## src/rtl/sm3_msg_src_pkg.sv

```systemverilog
// Shared types and helpers for the SM3 message source / digest checker.
// Covers the FSM state set, the LFSR polynomial and the last-beat masking rule.
package sm3_msg_src_pkg;

    typedef enum logic [1:0] {
        IDLE     = 2'd0,
        SEND     = 2'd1,
        WAIT_RES = 2'd2
    } state_e;

    localparam logic [31:0] LFSR_POLY = 32'h8020_0003;

    typedef struct packed {
        logic [63:0] d;
        logic [7:0]  m;
    } beat_t;

    // Right-shifting Galois form: the bit shifted out of the LSB selects the tap mask.
    function automatic logic [31:0] lfsr_step(input logic [31:0] v);
        return {1'b0, v[31:1]} ^ (v[0] ? LFSR_POLY : 32'h0);
    endfunction

    // Keeps the first 'unalign' bytes (MSB side) of a bpb-byte beat and zeroes the rest.
    // unalign == 0 means the last beat is completely full.
    function automatic beat_t last_beat(input logic [63:0] data, input logic [2:0] unalign,
                                        input int bpb);
        beat_t r;
        int    k;
        r.d = '0;
        r.m = '0;
        for (int b = 0; b < 8; b++) begin
            if (b < bpb) begin
                k = bpb - 1 - b;
                if (unalign == '0 || k < int'(unalign)) begin
                    r.m[b]         = 1'b1;
                    r.d[8*b +: 8]  = data[8*b +: 8];
                end
            end
        end
        return r;
    endfunction

endpackage

```

## src/rtl/sm3_msg_src_lfsr32.sv

```systemverilog
// 32-bit Galois LFSR word generator; STEPS words are consumed per step_i.
// nxt_o exposes the word following val_o so a 64-bit beat can carry two words.
module sm3_msg_src_lfsr32
    import sm3_msg_src_pkg::*;
#(
    parameter int STEPS = 1
) (
    input  logic        clk,
    input  logic        rst_n,
    input  logic        load_i,
    input  logic [31:0] load_val_i,
    input  logic        step_i,
    output logic [31:0] val_o,
    output logic [31:0] nxt_o
);

    logic [31:0] lfsr_q, lfsr_d;
    logic [31:0] adv;

    assign nxt_o = lfsr_step(lfsr_q);
    assign adv   = (STEPS == 2) ? lfsr_step(nxt_o) : nxt_o;
    assign val_o = lfsr_q;

    // NOTE: every variable driven here gets a default first so no latch is inferred.
    always_comb begin
        lfsr_d = lfsr_q;
        if (load_i) begin
            lfsr_d = load_val_i;
        end else if (step_i) begin
            lfsr_d = adv;
        end
    end

    // NOTE: state registers use non-blocking assignments only, so all flops update together.
    always_ff @(posedge clk or negedge rst_n) begin
        if (!rst_n) begin
            lfsr_q <= 32'h1;
        end else begin
            lfsr_q <= lfsr_d;
        end
    end

endmodule

```

## src/rtl/sm3_msg_src.sv

```systemverilog
// Message source and digest checker for the SM3 core input interface.
// Optional macro SM3_MSG_SRC_GAP_EN inserts one idle cycle after each non-last beat.
module sm3_msg_src
    import sm3_msg_src_pkg::*;
#(
    parameter int DW    = 32,
    parameter int LEN_W = 61,
    parameter int CNT_W = 32
) (
    input  logic              clk,
    input  logic              rst_n,
    input  logic              start,
    input  logic [LEN_W-1:0]  byte_num,
    input  logic              pat_mode,
    input  logic [31:0]       seed,
    input  logic [255:0]      exp_res,
    output logic [DW-1:0]     msg_inpt_d,
    output logic [DW/8-1:0]   msg_inpt_vld_byte,
    output logic              msg_inpt_vld,
    output logic              msg_inpt_lst,
    input  logic              msg_inpt_rdy,
    input  logic              cmprss_otpt_vld,
    input  logic [255:0]      cmprss_otpt_res,
    output logic              busy,
    output logic              done,
    output logic              pass,
    output logic              cfg_err,
    output logic [CNT_W-1:0]  test_cnt,
    output logic [CNT_W-1:0]  ok_cnt,
    output logic [CNT_W-1:0]  fail_cnt
);

    localparam int BPB = DW / 8;
    localparam int UW  = $clog2(BPB);

    state_e             state_q, state_d;
    logic [LEN_W-1:0]   beats_left_q, beats_left_d;
    logic [UW-1:0]      unalign_q, unalign_d;
    logic               pat_mode_q, pat_mode_d;
    logic [31:0]        pat_word_q, pat_word_d;
    logic [255:0]       exp_res_q, exp_res_d;
    logic               pass_q, pass_d;
    logic               done_q, done_d;
    logic               cfg_err_q, cfg_err_d;
    logic               gap_q, gap_d;
    logic [CNT_W-1:0]   test_cnt_q, test_cnt_d;
    logic [CNT_W-1:0]   ok_cnt_q, ok_cnt_d;
    logic [CNT_W-1:0]   fail_cnt_q, fail_cnt_d;

    logic               vld, xfer, is_last, start_ok;
    logic [31:0]        lfsr_val, lfsr_nxt, word_hi, word_lo;
    logic [63:0]        raw, d_all;
    logic [7:0]         m_all;
    beat_t              lb;

    // vld depends only on registered state, never on rdy.
    assign vld      = (state_q == SEND) && !gap_q;
    assign xfer     = vld && msg_inpt_rdy;
    assign is_last  = (beats_left_q == LEN_W'(1));
    assign start_ok = (state_q == IDLE) && start && (byte_num != '0);

    sm3_msg_src_lfsr32 #(.STEPS(DW / 32)) u_lfsr (
        .clk        (clk),
        .rst_n      (rst_n),
        .load_i     (start_ok),
        .load_val_i ((seed == 32'h0) ? 32'h1 : seed),
        .step_i     (xfer),
        .val_o      (lfsr_val),
        .nxt_o      (lfsr_nxt)
    );

    always_comb begin
        state_d      = state_q;
        beats_left_d = beats_left_q;
        unalign_d    = unalign_q;
        pat_mode_d   = pat_mode_q;
        pat_word_d   = pat_word_q;
        exp_res_d    = exp_res_q;
        pass_d       = pass_q;
        done_d       = 1'b0;
        cfg_err_d    = cfg_err_q;
        gap_d        = 1'b0;
        test_cnt_d   = test_cnt_q;
        ok_cnt_d     = ok_cnt_q;
        fail_cnt_d   = fail_cnt_q;
        case (state_q)
            IDLE: begin
                if (start) begin
                    if (byte_num == '0) begin
                        cfg_err_d = 1'b1;
                    end else begin
                        state_d      = SEND;
                        beats_left_d = (byte_num >> UW) + LEN_W'(|byte_num[UW-1:0]);
                        unalign_d    = byte_num[UW-1:0];
                        pat_mode_d   = pat_mode;
                        pat_word_d   = seed;
                        exp_res_d    = exp_res;
                    end
                end
            end
            SEND: begin
                if (xfer) begin
                    if (is_last) begin
                        state_d = WAIT_RES;
                    end else begin
                        beats_left_d = beats_left_q - LEN_W'(1);
`ifdef SM3_MSG_SRC_GAP_EN
                        gap_d = 1'b1;
`endif
                    end
                end
            end
            WAIT_RES: begin
                if (cmprss_otpt_vld) begin
                    state_d    = IDLE;
                    done_d     = 1'b1;
                    pass_d     = (cmprss_otpt_res == exp_res_q);
                    test_cnt_d = (&test_cnt_q) ? test_cnt_q : test_cnt_q + CNT_W'(1);
                    if (cmprss_otpt_res == exp_res_q) begin
                        ok_cnt_d = (&ok_cnt_q) ? ok_cnt_q : ok_cnt_q + CNT_W'(1);
                    end else begin
                        fail_cnt_d = (&fail_cnt_q) ? fail_cnt_q : fail_cnt_q + CNT_W'(1);
                    end
                end
            end
            default: state_d = IDLE;
        endcase
    end

    always_ff @(posedge clk or negedge rst_n) begin
        if (!rst_n) begin
            state_q      <= IDLE;
            beats_left_q <= '0;
            unalign_q    <= '0;
            pat_mode_q   <= 1'b0;
            pat_word_q   <= '0;
            exp_res_q    <= '0;
            pass_q       <= 1'b0;
            done_q       <= 1'b0;
            cfg_err_q    <= 1'b0;
            gap_q        <= 1'b0;
            test_cnt_q   <= '0;
            ok_cnt_q     <= '0;
            fail_cnt_q   <= '0;
        end else begin
            state_q      <= state_d;
            beats_left_q <= beats_left_d;
            unalign_q    <= unalign_d;
            pat_mode_q   <= pat_mode_d;
            pat_word_q   <= pat_word_d;
            exp_res_q    <= exp_res_d;
            pass_q       <= pass_d;
            done_q       <= done_d;
            cfg_err_q    <= cfg_err_d;
            gap_q        <= gap_d;
            test_cnt_q   <= test_cnt_d;
            ok_cnt_q     <= ok_cnt_d;
            fail_cnt_q   <= fail_cnt_d;
        end
    end

    // Beat assembly on a 64-bit scratch bus; DW = 32 uses only the low half.
    assign word_hi = pat_mode_q ? pat_word_q : lfsr_val;
    assign word_lo = pat_mode_q ? pat_word_q : lfsr_nxt;
    assign raw     = (DW == 64) ? {word_hi, word_lo} : {32'h0, word_hi};

    always_comb begin
        lb    = last_beat(raw, 3'(unalign_q), BPB);
        d_all = 64'h0;
        m_all = 8'hFF;
        if (vld) begin
            d_all = is_last ? lb.d : raw;
            if (is_last) begin
                m_all = lb.m;
            end
        end
    end

    if (DW == 64) begin : g_dw64
        assign msg_inpt_d        = d_all;
        assign msg_inpt_vld_byte = m_all;
    end else begin : g_dw32
        logic unused_hi;
        assign msg_inpt_d        = d_all[31:0];
        assign msg_inpt_vld_byte = m_all[3:0];
        assign unused_hi         = ^{d_all[63:32], m_all[7:4]};
    end

    assign msg_inpt_vld = vld;
    assign msg_inpt_lst = vld && is_last;
    assign busy         = (state_q != IDLE);
    assign done         = done_q;
    assign pass         = pass_q;
    assign cfg_err      = cfg_err_q;
    assign test_cnt     = test_cnt_q;
    assign ok_cnt       = ok_cnt_q;
    assign fail_cnt     = fail_cnt_q;

endmodule

```

## config.mk

```make
export PLATFORM = sky130hd
export DESIGN_NAME = sm3_msg_src
export DESIGN_NICKNAME = d
export VERILOG_FILES = /design/src/rtl/sm3_msg_src_pkg.sv /design/src/rtl/sm3_msg_src_lfsr32.sv /design/src/rtl/sm3_msg_src.sv
export SDC_FILE = /design/constraint.sdc
export NUM_CORES = 1
export LEC_CHECK = 0
export CAP_MARGIN = 20
export CORE_AREA = 10 10 287 289
export CTS_BUF_LIST = sky130_fd_sc_hd__clkbuf_16
export CTS_CLUSTER_DIAMETER = 30
export DETAILED_ROUTE_END_ITERATION = 7
export DIE_AREA = 0 0 297 299
export PLACE_DENSITY_LB_ADDON = 0.15
export SETUP_SLACK_MARGIN = 0.15
export SYNTH_ARGS = -nofsm -noshare
export SYNTH_HDL_FRONTEND = slang
export SYNTH_SLANG_ARGS = --single-unit
```

## constraint.sdc

```tcl
create_clock -name clk -period 3.45 [get_ports clk]
set_input_delay 0.69 -clock clk [delete_from_list [all_inputs] [get_ports clk]]
set_output_delay 0.69 -clock clk [all_outputs]
set_load 0.03 [all_outputs]
```

==> out/qor.yml, run 1 <==
clock-root-buffer: "clkbuf_16"
rsz0062_at_grt: "true"
die_x_microns: 297
worst_pin_slew_ps: 1033
antenna_found_initial: 28
reg2reg_setup_slack_ps: 440
max_cap_violations: 0
setup_viol: 28
postRouteAntennaNets: 0
wl_microns: 114900
yosys_warnings: 0
grt_pass1_vias: 25624
insertion_delay_ps: 700
layout_min_cycle_time_ps: 3907
grt.total_usage_pct: 25.25
overflow: 0
fillerInstances: 7093
synthFlopType: "dfrtp_1"
worst_slack_ps: -457.5
drive_gt1_share_pct: 12.31
slew-limit-headroom_pct: 30.59
total_leakage_power_uw: 0.01811
numCtsBuffers: 141
fmax_mhz: 255.9
grt_max_degree: 78
final_common_cell: "nand2_1"
r2r_cells: 9
path_cells: "or4_4 -> nor4_4 -> nand3_2 -> or3_4 -> nor3_4 -> buf_6 -> a21o_1 -> buf_6 -> nor2_1 -> buf_4"
path_clk_slew_ps: 40
final_hold_viol_count: 0
seq_area_frac_synth_pct: 47.61
violations: "setup timing"
wire_per_inst_microns: 22.81
min_period_over_period_pct: 113.3
endpoint_kind: "primary output"
final_cell_count_no_fill: 5039
vias: 25057
reg2reg_from: "beats_left_q[0]"
drt_iter0_markers: 1743
ys_async_sr_fraction_pct: 100.0
worst_path_most_repeated_cell: "buf_6"
io_buffers: 747
cp.arrival_ps: 3220
clk_path_buf_depth: 3
hold_slack_ps: 472.3
syn-cell-area_sq_mm: 0.02550
yosys.cell_types.count: 76
slew_viol_final: 0
avgSynthCellArea_sq_um: 8.734
cts_tree: "yes"
final_core_util_pct: 52.85
gp_congestion: 0.9084
syn-num-nets: 3539
multiInputGateArea_sq_mm: 0.01288
r2r_end: "beats_left_q[54]"
power.total_uw: 22440
slowest_delay_ps: 570
path_max_fanout: 5
h-tree-depth: 4
mostFrequentLayoutCells: "nand2_1, clkdlybuf4s50_1, dfrtp_1"
viasPerCell: 4.973
synthCells: 2919
cp_data_required_time_ps: 2760
io_pins: 749
drtPass1Iterations: 6
crit_type: "register to primary output"
place_inst: 4759
power_density_mw_per_mm2: 553.5
startpoint_type: "register"
clock_sinks: 485
worstSetupEndpoint: "msg_inpt_d[20]"
fp.dieH_microns: 299
regArea_sq_mm: 0.01214
nets: 4491
drcViolationCount: 0
ir_drop_mv: 0.3595
area_growth_pct: 58.98
fin_skew_ps: 55.39
slowest_stage: "or4_4"
dpl.hpwl_microns: 89610
initial_core_util_pct: 33.24
fp-row-count: 102
timing.setup.tns_ps: -8722
grt_first_pass_wirelength_microns: 170400
status: "complete, but fails checks"
die_area_sq_mm: 0.08880
core_area_sq_mm: 0.07670
worstSetupStartpoint: "beats_left_q[35]"
synth_edf_count: 0
synth-seq-cells: 485
hp-class: "register to register"
area by class of cell:
| cell class | count | area share [%] |
|---|---|---|
| inverter | 27 | 0.2500 |
| antenna | 11 | 0.06791 |
| timing repair buffer | 941 | 23.10 |
| tap | 1040 | 3.210 |
| clock buffer | 142 | 8.767 |
| sequential | 485 | 29.95 |
| multi-input combinational | 2275 | 31.78 |
| clock inverter | 118 | 2.871 |
per-stage QoR:
step | setup WS, ps | cell area, sq um
after floorplan | 387.5 | 25500
after global placement | -307.0 | 35530
after detailed placement | -246.4 | 35530
after CTS | -583.5 | 40420
after global routing | -596.1 | 40530
final | -457.5 | 40530
synth_stat cells (all sizes together) (19+ instances only):
cell type     n  area, sq um
nor3         57        296.5
nor4         88        620.6
nand2      1009         3790
mux2i        32        320.3
nand4       119        765.7
xnor2       337         2952
nand3        69        345.3
o21ai        51        255.2
and3         21        131.4
dfrtp       484        12110
xor2         66        578.1
buf          19        113.9
or3          21        141.4
a31oi        32        200.2
clkbuf      113        424.2
inv          27        101.4
a21oi        59        299.0
nor2        135        509.2
worst min path at each step:
stage / to / slack (ps) / depth (start not counted) / from
global placement: pat_word_q[15] / 460 / 2 / pat_word_q[15]
global route: exp_res_q[184] / 470 / 3 / exp_res[184]
floorplan: beats_left_q[0] / 390 / 0 / rst_n
finish: pat_word_q[3] / 470 / 2 / pat_word_q[3]
detailed placement: pat_word_q[28] / 460 / 2 / pat_word_q[28]
CTS: exp_res_q[51] / 450 / 3 / exp_res[51]
flip-flops by register name (all words and copies together), names as in the netlist:
name	count
pass	1
cfg_err	1
pat_word_q	32
unalign_q	2
ok_cnt	32
u_lfsr.val_o	32
state_q	2
fail_cnt	32
exp_res_q	256
pat_mode_q	1
beats_left_q	61
done	1
test_cnt	32
report_power, final:
part           leakage (uW)  switching [uW]  internal [uW]
clock               0.00238            4040           8590
combinational       0.00944            1470           1650
sequential          0.00630             451           6230
logic make-up after synthesis:
logic type	Yosys count	share of synthesized area, %
AND/OR/NAND/NOR	1598	28.41
flip-flops	485	47.61
XOR/XNOR	403	13.84
AO/OA/AOI/OAI	229	5.781
buffers and inverters	159	2.508
multiplexers	35	1.389
adder cells (fa/ha/maj)	9	0.4417
other	1	0.01471
what timing repair did:
| item | CTS | global route |
|---|---|---|
| gates resized for setup | 124 | 37 |
| buffers inserted | 6 | 2 |
| hold buffers | 1 | 0 |
| endpoints found under the setup margin | 28 | 28 |
| pin swaps | 15 | 11 |
| endpoints found under the hold margin | 43 | 0 |
routing by layer:
| metal | global-route usage [%] | wire (microns) | vias up |
|---|---|---|---|
| met5 | 0 | 145 | - |
| met4 | 8.552 | 2698 | 24 |
| met3 | 7.013 | 7411 | 171 |
| met2 | 43.13 | 57720 | 906 |
| met1 | 30.29 | 46950 | 12127 |
| li1 | - | - | 11829 |
critical path, delay by kind of cell, from the launching register on:
kind / cells / cell delay, ps
AO/OA/AOI/OAI: 1 / 180
buffers and inverters: 3 / 480
flip-flops: 1 / 370
AND/OR/NAND/NOR: 6 / 1490
(Power assumes the default switching activity.)
==> run 2, diff against run 1 <==
--- a/config.mk
+++ b/config.mk
@@ -5,7 +5,6 @@
 export SDC_FILE = /design/constraint.sdc
 export NUM_CORES = 1
 export LEC_CHECK = 0
-export CAP_MARGIN = 20
 export CORE_AREA = 10 10 287 289
 export CTS_BUF_LIST = sky130_fd_sc_hd__clkbuf_16
 export CTS_CLUSTER_DIAMETER = 30
==> results of run 2 <==
No change in the layout: final DEF, timing and power equal those of run 1.
==> variant: new RTL, flow settings as in run 2 <==
Make the reset (`rst_n`) synchronous in 2 clocked blocks.
--- a/src/rtl/sm3_msg_src_lfsr32.sv
+++ b/src/rtl/sm3_msg_src_lfsr32.sv
@@ -32,7 +32,7 @@
     end
 
     // NOTE: state registers use non-blocking assignments only, so all flops update together.
-    always_ff @(posedge clk or negedge rst_n) begin
+    always_ff @(posedge clk) begin
         if (!rst_n) begin
             lfsr_q <= 32'h1;
         end else begin
--- a/src/rtl/sm3_msg_src.sv
+++ b/src/rtl/sm3_msg_src.sv
@@ -127,7 +127,7 @@
         endcase
     end
 
-    always_ff @(posedge clk or negedge rst_n) begin
+    always_ff @(posedge clk) begin
         if (!rst_n) begin
             state_q      <= IDLE;
             beats_left_q <= '0;
Behaviour: differs if rst_n is asserted again (counterexample within 4 cycles, from zero or initial values and one cycle with rst_n low); with rst_n held inactive, the same outputs for 4 cycles.
==> variant against run 2 <==
The flow still finishes with violations (negative setup slack). Area after synthesis shrank 2.0%. Sequential cell count did not move. Non-clock buffer count rose by 65. Fmax grew 1.2%. Setup slack better by 48 ps. Wire length is 6.3% higher. Sequential share of layout area down 5.8 points. Utilization down 0.38 points. Register-to-register slack got worse by 130 ps. Final area shrank 0.72%. Power fell by 4.0%. Critical endpoint is now msg_inpt_d[6].
==> variant: results <==
[placed_design]
place_ws_ps = -894.1
finalWeightedCongestion = 0.9250
dp_hpwl_mm = 94.42
port_buffers = 747
placed_cell_area_um2 = 35230

[outcome]
status = "complete, but fails checks"
violations = "negative setup slack"

[power]
power.leakage_nw = 15.83
ir_drop_v = 0.0004169

[cells_and_area]
top_regs = "exp_res_q (256), beats_left_q (61)"
drive_gt1_share_pct = 13.29
layout.nets = 4820

[timing]
finalSetupViolations = 28
setup_tns_ps = -10520
skew_ps = 57.21
final.setup.worst_slack_ps = -409.7

[detailed_routing]
drtPass1Iterations = 5
wire_per_inst_um = 22.78
drt_iter0_markers = 1940
via_count = 27298

[clock_network]
clk_pin_slew_ps = 50
clock_latency_ps = 730

[critical_path]
crit_start = "beats_left_q[16]"
endpoint = "msg_inpt_d[6]"
crit_path_top_delay_cell = "or4_4"
cpPeakStageDelay_ps = 530
r2r-end = "beats_left_q[53]"
crit_arrival_ps = 3170
rrSetupSlack_ps = 310
cp_max_fo = 7

[synthesis]
yosysUniqueCellTypes = 69
ys_seq_area_share_pct = 38.87
async_flop_share_pct = 0
synth_fp_nets = 3880

[grt]
track_usage_pct = 26.10
grt_max_degree = 134
grt_pass1_vias = 26461
antenna_found_initial = 23
## variant: what timing repair did
action                                 CTS  global route
pin swaps                                3            14
resized for setup                      140            71
buffers inserted                         3             8
setup endpoints to repair               93            46
endpoints found under the hold margin    0             0
## variant: area by class of cell
class	instances	area (µm²)
diodes	11	27.53
clock buffers	142	3553
clock inverters	114	1071
fillers	7316	36460
inverters	27	108.9
multi-input cells	2539	14580
flip-flops and latches	485	9712
well taps	1040	1301
repair buffers	1006	9894
## variant: worst min-delay path by stage
stage	from	to	slack (ps)	cells after the start
detailed placement	pat_word_q[6]	pat_word_q[6]	450	2
CTS	rst_n	test_cnt[11]	430	3
global route	pat_word_q[6]	pat_word_q[6]	460	2
global placement	pat_word_q[6]	pat_word_q[6]	440	2
finish	pat_word_q[6]	pat_word_q[6]	450	2
floorplan	pat_word_q[0]	pat_word_q[0]	440	2
## variant: tightest hold or removal path: stages (launching register included)
cell	delay [ps]
dfxtp_1	300
nand2_1	50
a21oi_1	50
## variant: kinds of logic (layout without fill, tap and decap cells)
kind of cell | Yosys count | count (layout) | share of synthesized area [%]
buffers and inverters | 236 | 1289 | 3.722
multiplexers | 61 | 61 | 2.445
adder cells (fa/ha/maj) | 9 | 9 | 0.4508
AO/OA/AOI/OAI | 612 | 612 | 14.25
flip-flops | 485 | 485 | 38.87
XOR/XNOR | 344 | 344 | 12.06
AND/OR/NAND/NOR | 1512 | 1512 | 28.19
other | 1 | 12 | 0.01501
## variant: routing by layer
metal | vias to the layer above | wire length (µm) | GRT usage [%]
li1 | 13269 | - | -
met1 | 12805 | 51370 | 32.29
met2 | 1023 | 58110 | 43.32
met3 | 185 | 9569 | 7.562
met4 | 16 | 3048 | 8.119
met5 | - | 105 | 0
## variant: through the flow
stage | util (%) | std cells
after floorplan | - | 3260
after global placement | 45.93 | 5086
after detailed placement | 45.93 | 5086
after CTS | 52.02 | 5345
after global routing | 52.46 | 5361
final | 52.47 | 5364
## variant: report_power, final
group	internal [mW]	switching, mW	leakage (nW)
registers	5.90	0.192	3.97
logic	1.45	1.47	9.52
clock network	8.49	4.03	2.35
total	15.8	5.69	15.8
